## src/rtl/fetch_queue.sv

```systemverilog
// Instruction fetch stage: owns the PC, issues word fetches to instruction memory,
// tags each in-flight request with its PC and buffers returned instructions in an
// in-order queue presented to decode through a valid/ready handshake. A redirect
// flushes the queue and drops every response that is still in flight.
module fetch_queue #(
  parameter logic [31:0] RESET_PC = 32'h0000_0000,
  parameter int unsigned DEPTH    = 4
) (
  input  logic        clk,
  input  logic        rst,
  output logic        imem_req_valid,
  input  logic        imem_req_ready,
  output logic [31:0] imem_req_addr,
  input  logic        imem_rsp_valid,
  input  logic [31:0] imem_rsp_data,
  input  logic        redirect_valid,
  input  logic [31:0] redirect_pc,
  output logic        id_valid,
  input  logic        id_ready,
  output logic [31:0] id_instr,
  output logic [31:0] id_pc
);

  localparam int unsigned PW = $clog2(DEPTH);
  // Counters must reach DEPTH itself, hence one extra bit.
  localparam int unsigned CW = PW + 1;
  localparam logic [CW:0] DEPTH_W = (CW + 1)'(DEPTH);
  localparam logic [31:0] NOP = 32'h0000_0013;

  // Program counter.
  logic [31:0]   pc_q, pc_d;

  // Instruction queue: one {instr, pc} entry per buffered response.
  logic [31:0]   q_instr_q [DEPTH];
  logic [31:0]   q_pc_q    [DEPTH];
  logic [PW-1:0] q_wr_q, q_wr_d;
  logic [PW-1:0] q_rd_q, q_rd_d;
  logic [CW-1:0] count_q, count_d;

  // PC tags of accepted requests, popped one per response.
  logic [31:0]   tag_q [DEPTH];
  logic [PW-1:0] tag_wr_q, tag_wr_d;
  logic [PW-1:0] tag_rd_q, tag_rd_d;

  // Requests accepted but not yet answered, and responses still to be dropped.
  logic [CW-1:0] outstanding_q, outstanding_d;
  logic [CW-1:0] discard_q, discard_d;

  logic          credit_ok;
  logic          req_fire;
  logic          rsp_take;
  logic          rsp_keep;
  logic          pop;
  logic [31:0]   rsp_tag;
  logic [31:0]   redirect_word;

  // Handshake decode and outputs toward memory and decode.
  always_comb begin
    // Credit uses the registered count: a same-cycle pop does not free a slot yet.
    credit_ok      = ({1'b0, outstanding_q} + {1'b0, count_q}) < DEPTH_W;
    imem_req_valid = !rst && credit_ok && !redirect_valid;
    imem_req_addr  = pc_q;
    req_fire       = imem_req_valid && imem_req_ready;
    // Guard keeps the counters sane if memory ever answers with nothing pending.
    rsp_take       = imem_rsp_valid && (outstanding_q != '0);
    rsp_keep       = rsp_take && (discard_q == '0) && !redirect_valid;
    rsp_tag        = tag_q[tag_rd_q];
    redirect_word  = redirect_pc & 32'hFFFF_FFFC;
    id_valid       = (count_q != '0);
    id_instr       = id_valid ? q_instr_q[q_rd_q] : NOP;
    id_pc          = id_valid ? q_pc_q[q_rd_q] : 32'h0000_0000;
    pop            = id_valid && id_ready;
  end

  // Next-state for PC, counters and pointers.
  always_comb begin
    pc_d          = pc_q;
    q_wr_d        = q_wr_q;
    q_rd_d        = q_rd_q;
    count_d       = count_q;
    tag_wr_d      = tag_wr_q + PW'(req_fire);
    tag_rd_d      = tag_rd_q + PW'(rsp_take);
    outstanding_d = outstanding_q + CW'(req_fire) - CW'(rsp_take);
    discard_d     = discard_q;

    if (redirect_valid) begin
      pc_d    = redirect_word;
      q_wr_d  = '0;
      q_rd_d  = '0;
      count_d = '0;
      // Everything still in flight after this cycle belongs to the old path; a
      // response arriving now is already gone with the flushed queue.
      discard_d = outstanding_d;
    end else begin
      if (req_fire) begin
        pc_d = pc_q + 32'd4;
      end
      if (rsp_take && (discard_q != '0)) begin
        discard_d = discard_q - CW'(1);
      end
      q_wr_d  = q_wr_q + PW'(rsp_keep);
      q_rd_d  = q_rd_q + PW'(pop);
      count_d = count_q + CW'(rsp_keep) - CW'(pop);
    end
  end

  // Control state register with synchronous reset.
  always_ff @(posedge clk) begin
    if (rst) begin
      pc_q          <= RESET_PC;
      q_wr_q        <= '0;
      q_rd_q        <= '0;
      count_q       <= '0;
      tag_wr_q      <= '0;
      tag_rd_q      <= '0;
      outstanding_q <= '0;
      discard_q     <= '0;
    end else begin
      pc_q          <= pc_d;
      q_wr_q        <= q_wr_d;
      q_rd_q        <= q_rd_d;
      count_q       <= count_d;
      tag_wr_q      <= tag_wr_d;
      tag_rd_q      <= tag_rd_d;
      outstanding_q <= outstanding_d;
      discard_q     <= discard_d;
    end
  end

  // Storage arrays; contents are only visible through valid pointers, so no reset.
  always_ff @(posedge clk) begin
    if (req_fire) begin
      tag_q[tag_wr_q] <= pc_q;
    end
    if (rsp_keep) begin
      q_instr_q[q_wr_q] <= imem_rsp_data;
      q_pc_q[q_wr_q]    <= rsp_tag;
    end
  end

endmodule

```

## config.mk

```make
export PLATFORM = sky130hd
export DESIGN_NAME = fetch_queue
export DESIGN_NICKNAME = d
export VERILOG_FILES = /design/src/rtl/fetch_queue.sv
export SDC_FILE = /design/constraint.sdc
export NUM_CORES = 1
export LEC_CHECK = 0
export BUFFER_PORTS_ARGS = -buffer_cell sky130_fd_sc_hd__buf_2
export CAP_MARGIN = 20
export CELL_PAD_IN_SITES_DETAIL_PLACEMENT = 1
export CELL_PAD_IN_SITES_GLOBAL_PLACEMENT = 1
export CORE_MARGIN = 1.5
export CORE_UTILIZATION = 54
export DETAILED_ROUTE_END_ITERATION = 12
export GPL_ROUTABILITY_DRIVEN = 0
export PLACE_DENSITY_LB_ADDON = 0.05
export SYNTH_ARGS = -nofsm -noshare
export SYNTH_HDL_FRONTEND = slang
export SYNTH_SLANG_ARGS = --single-unit
```

## constraint.sdc

```tcl
create_clock -name clk -period 15 [get_ports clk]
set_clock_uncertainty 0.2 [all_clocks]
set_input_delay 1.5 -clock clk [delete_from_list [all_inputs] [get_ports clk]]
set_output_delay 1.5 -clock clk [all_outputs]
set_load 0.005 [all_outputs]
```

==> impl_metrics.ini, run 1 <==
[detailed_routing]
drc = 0
drt-initial-drc-count = 522
wirelength_um = 34400
routedWlPerCell_um = 23.4
antenna_left = 0
vias_per_cell = 5.81
vias = 8568
first_pass_iters = 5

[finish]
fin_cells = 1474
nets = 1137
layout-drive-gt1-share = 0.327
nFillCells = 2595
utilization = 0.637
regArea_um2 = 12000
final_area_um2 = 18900
multi_input_area_um2 = 4060
area.growth.synth_to_final_pct = 16.2
diodes = 0

[setup_path]
start_kind = flip-flop
path_class = flip-flop to output pin
setup.worst_path.end_class = output pin
path_cells = buf_4 > mux4_2 > nor2b_1 > buf_2
max_stage_delay_ps = 840
required_ps = 13300
critPathSlowestCell = buf_4
path_max_fanout = 48
cp_data_arrival_time_ps = 2960

[synthesis]
synth_area_leaders = edfxtp_1 (68%), mux4_2 (13%), dfxtp_1 (5.8%), nor2b_1 (2.4%), ha_1 (1.0%)
yosysMostFrequentCell = edfxtp_1
syn_inst = 874
postSynthAreaPerCell_um2 = 18.7
synth_edf_count = 368
ys_types = 56
ys.flop_type = edfxtp_1
async_reset_ff_frac = 0
synth_top_area_frac = 0.678
yosysTopAreaCell = edfxtp_1
syn_area_um2 = 16300
ys_top_cells_by_count = edfxtp_1 (368), mux4_2 (92), nor2b_1 (63), dfxtp_1 (47), nor2_1 (37)
ys_ff_latch = 415
ys_seq_area_frac = 0.735
yosysWarnings = 0

[floorplan]
initial_core_util = 0.549
num_rows = 63
die_h_um = 177
fp.dieArea_um2 = 31300
core_um2 = 29700
io_pins = 168
die_w_um = 177

[sta]
final-hold-violation-count = 0
hold_slack_ps = 386
finalSetupTns_ps = 0
maxSlewViolCount = 0
worst_slew_pin_slew_ps = 1040
fin_ws_ps = 10340
post-route-period-util = 0.311
slew_headroom = 0.306
max_freq_mhz = 214
setup_viol = 0
finalCriticalPeriod_ps = 4660
rsz0062_at_grt = no

[place]
placed_cells = 1395
place_area_um2 = 17500
hpwl_um = 20600
pre_cts_slack_ps = 10050
io_buffers = 161

[job]
max_cap_violations = 0

[power]
p_per_area_nw_per_um2 = 145
ir_worst_vdd_mv = 0.0901
power.leakage_nw = 6.45
p_total_mw = 2.75

[clock_network]
clkTransAtPathRegs_ps = 60
cts_hold_buf = 0
cts_post_setup_buffers_inserted = 0
cts_max_level = 2
cts_inserted_buffers = 44
cts-root-buf = clkbuf_16
cts_tree = yes
clk_latency_ps = 540
cts.sinks = 415
cts.path.max_buffers = 3
cts_resized = 0

[global_route]
grt_max_degree = 65
antenna_found_initial = 0
grt_pass1_wl_um = 53600
grt_pass1_vias = 9208
overflow = 0
grt_usage = 0.228

[worst_hold_path]
worstHoldPathType = flip-flop to flip-flop

[run_status]
status = finished clean
-- registers in the layout (all words and copies together), names as in the netlist --
signal	flops
outstanding_q	3
tag_q	120
tag_rd_q	2
count_q	3
discard_q	3
q_pc_q	120
q_rd_q	2
q_instr_q	128
imem_req_addr	30
q_wr_q	2
tag_wr_q	2
-- kinds of logic (layout without fill, tap and decap cells) --
kind of cell	after synthesis	in the layout	synth area share
and+or+nand+nor	193	193	0.0655
adders and majority gates	15	15	0.0124
AOI/OAI and AO/OA	66	66	0.0272
buffers and inverters	68	275	0.0189
other	1	4	0.000230
xor gates and xnor gates	20	20	0.0107
DFF	415	415	0.735
muxes	96	96	0.130
-- per-layer routing --
layer | vias to the layer above | wire, um | track usage | part of all wire
li1 | 3825 | - | - | -
met1 | 4453 | 14900 | 0.313 | 0.43
met2 | 245 | 17300 | 0.388 | 0.50
met3 | 45 | 1680 | 0.0361 | 0.049
met4 | 0 | 599 | 0.0547 | 0.017
met5 | - | 0 | 0 | 0
-- area by class of cell --
cell class	count	share of cell area
Multi-Input combinational cell	394	0.215
Clock buffer	57	0.0639
Inverter	21	0.00423
Clock inverter	21	0.00977
Tap cell	390	0.0258
Timing Repair Buffer	176	0.0485
Sequential cell	415	0.633
-- path summary, 6_finish.rpt --
kind                     start      endpoint  slack (ps)  cells past startpoint
max                  q_rd_q[0]     id_pc[18]       10340                      4
max reg2reg         count_q[1]  tag_q[3][22]       11210                      6
min reg2reg  imem_req_addr[16]  tag_q[3][16]         390                      0
min          imem_req_addr[16]  tag_q[3][16]         390                      0
-- worst max-delay path: cells and delay by family, from the launching register on --
| family | cells | cell delay [ps] |
|---|---|---|
| buffers and inverters | 2 | 1030 |
| muxes | 1 | 600 |
| DFF | 1 | 570 |
| and+or+nand+nor | 1 | 190 |
-- layout by cell type, fill, tap and decap left out, drive strengths merged, types with 5 or more instances in the layout --
cell,n
a21oi,20
and3,5
edfxtp,368
nand4,16
a211oi,8
dfxtp,47
nand2,24
a31oi,9
inv,23
ha,13
o21ai,6
clkbuf,58
xor2,9
clkinv,15
nor2,37
nor3,10
and2,8
buf,175
a32oi,5
xnor2,11
mux4,92
nor2b,63
nand3,13
-- power by group --
group / switching (mW) / internal (mW)
Combinational: 0.175 / 0.150
Sequential: 0.0353 / 1.35
Clock: 0.422 / 0.620
Power figures use the tool's default switching activity.
==> run 2, diff against run 1 <==
--- a/config.mk
+++ b/config.mk
@@ -10,7 +10,7 @@
 export CELL_PAD_IN_SITES_DETAIL_PLACEMENT = 1
 export CELL_PAD_IN_SITES_GLOBAL_PLACEMENT = 1
 export CORE_MARGIN = 1.5
-export CORE_UTILIZATION = 54
+export CORE_UTILIZATION = 46
 export DETAILED_ROUTE_END_ITERATION = 12
 export GPL_ROUTABILITY_DRIVEN = 0
 export PLACE_DENSITY_LB_ADDON = 0.05
==> constraint.sdc (replaced) <==
create_clock -name clk -period 4.25 [get_ports clk]
set_clock_uncertainty 0.2 [all_clocks]
set_input_delay 0.425 -clock clk [delete_from_list [all_inputs] [get_ports clk]]
set_output_delay 0.425 -clock clk [all_outputs]
set_load 0.005 [all_outputs]
==> run 2 against run 1 <==
Effect of this change: die area grew 17%; combinational power increased to 3.6 times the previous value; core utilization down 7.0 points; via count up 1.5%; flip-flop and latch count did not move; critical endpoint is now discard_q[2].
==> impl_metrics.ini, run 2 (synthesized netlist as in run 1, its figures left out) <==
[detailed_routing]
drt-initial-drc-count = 502
antenna_left = 0
wirelength_um = 35000
routedWlPerCell_um = 21.8
vias_per_cell = 5.42
drc = 0
vias = 8700
first_pass_iters = 4

[setup_path]
path_class = flip-flop to flip-flop
crit_start = outstanding_q[1]
setup.worst_path.end_class = flip-flop
path_max_fanout = 19
critical-path-top-delay-family = adder cells
cp_common_cell = ha_1
cp_data_arrival_time_ps = 3670
path_cells = ha_1 > a311oi_2 > nand2_2 > ha_1 > inv_1 > ha_1 > inv_1 > fa_1 > xor2_1 > xnor2_1 > a211oi_1
critPathBufInv = 2
start_kind = flip-flop
critPathSlowestCell = a311oi_2
max_stage_delay_ps = 490
required_ps = 4490
r2r-start = outstanding_q[1]

[clock_network]
cts.path.max_buffers = 3
cts_resized = 0
cts_inserted_buffers = 44
cts_max_level = 2
clk_latency_ps = 530
clkTransAtPathRegs_ps = 60
cts-root-buf = clkbuf_16
cts_hold_buf = 58
cts_tree = yes
cts_post_setup_buffers_inserted = 0
cts.sinks = 415

[finish]
nFillCells = 3214
final_area_um2 = 19700
largest_registers = q_instr_q x128, q_pc_q x120, tag_q x120
layout-drive-gt1-share = 0.308
largest_reg_flops = 128
regArea_um2 = 12000
final_common_cell = edfxtp_1
regMostFlops = q_instr_q
diodes = 0
multi_input_area_um2 = 4070
area.growth.synth_to_final_pct = 20.9
nets = 1203
final_cell_mix = edfxtp_1 (368), buf_2 (161), mux4_2 (92), nor2b_1 (63), dlygate4sd3_1 (58)

[floorplan]
core_um2 = 34700
num_rows = 68
die_w_um = 191
io_pins = 168
initial_core_util = 0.470
fp.dieArea_um2 = 36600
die_h_um = 191

[sta]
fin_ws_ps = 829
final-hold-violation-count = 0
maxSlewViolCount = 0
post-route-period-util = 0.805
max_freq_mhz = 292
hold_slack_ps = 43.0
setup_viol = 0
slew_headroom = 0.405
finalSetupTns_ps = 0
worst_slew_pin_slew_ps = 893
finalCriticalPeriod_ps = 3420
rsz0062_at_grt = no

[global_route]
grt_pass1_wl_um = 54100
antenna_found_initial = 0
grt_max_degree = 64
grt_pass1_vias = 9320
overflow = 0
grt_usage = 0.197

[worst_hold_path]
worstHoldPathType = primary input to flip-flop
hp-start = redirect_pc[23]

[place]
hpwl_um = 21800
io_buffers = 161
pre_cts_slack_ps = 809
place_area_um2 = 17800

[power]
ir_worst_vdd_mv = 0.392
p_per_area_nw_per_um2 = 485
power.leakage_nw = 6.71

[job]
max_cap_violations = 0

[run_status]
status = finished clean
[run 2: final cells by class]
class                      instances  share of cell area
clock buffer                      57              0.0599
multi-input combinational        394               0.207
tap                              455              0.0289
timing repair buffer             242              0.0854
clock inverter                    21             0.00635
sequential                       415               0.609
inverter                          21             0.00406
[run 2: metrics by stage]
step                total power [mW]   util  std cells
floorplan                       5.71      -        877
global placement                6.11  0.513       1469
detailed placement              6.14  0.513       1469
CTS                             9.68  0.568       1605
global route                    9.94  0.568       1605
finish                          9.56  0.568       1605
[run 2: routing by layer]
metal / global-route usage / part of all wire / wire length (um) / vias up
li1: - / - / - / 3953
met1: 0.271 / 0.45 / 15600 / 4494
met2: 0.333 / 0.50 / 17400 / 210
met3: 0.0294 / 0.041 / 1450 / 43
met4: 0.0445 / 0.016 / 563 / 0
met5: 0 / 0 / 0 / -
[run 2: worst reg2reg max path: cells and delay by family, from the launching register on]
family	cells	cell delay [ps]
buffers and inverters	2	100
DFF	1	420
and+or+nand+nor	1	410
AOI/OAI and AO/OA	2	710
adders and majority gates	4	1190
xor gates and xnor gates	2	300
[run 2: path summary, 6_finish.rpt]
kind / endpoint / slack [ps] / cells past startpoint
worst max-delay path: discard_q[2] / 830 / 11
worst max register to register: discard_q[2] / 830 / 11
worst min register to register: tag_q[2][31] / 370 / 0
worst min-delay path: imem_req_addr[23] / 40 / 3
[run 2: power by group]
part / internal (mW) / switching (mW) / total, mW / leakage, nW
clock network: 2.01 / 1.48 / 3.49 / 0.636
logic: 0.573 / 0.589 / 1.16 / 2.34
registers: 4.75 / 0.162 / 4.91 / 3.73
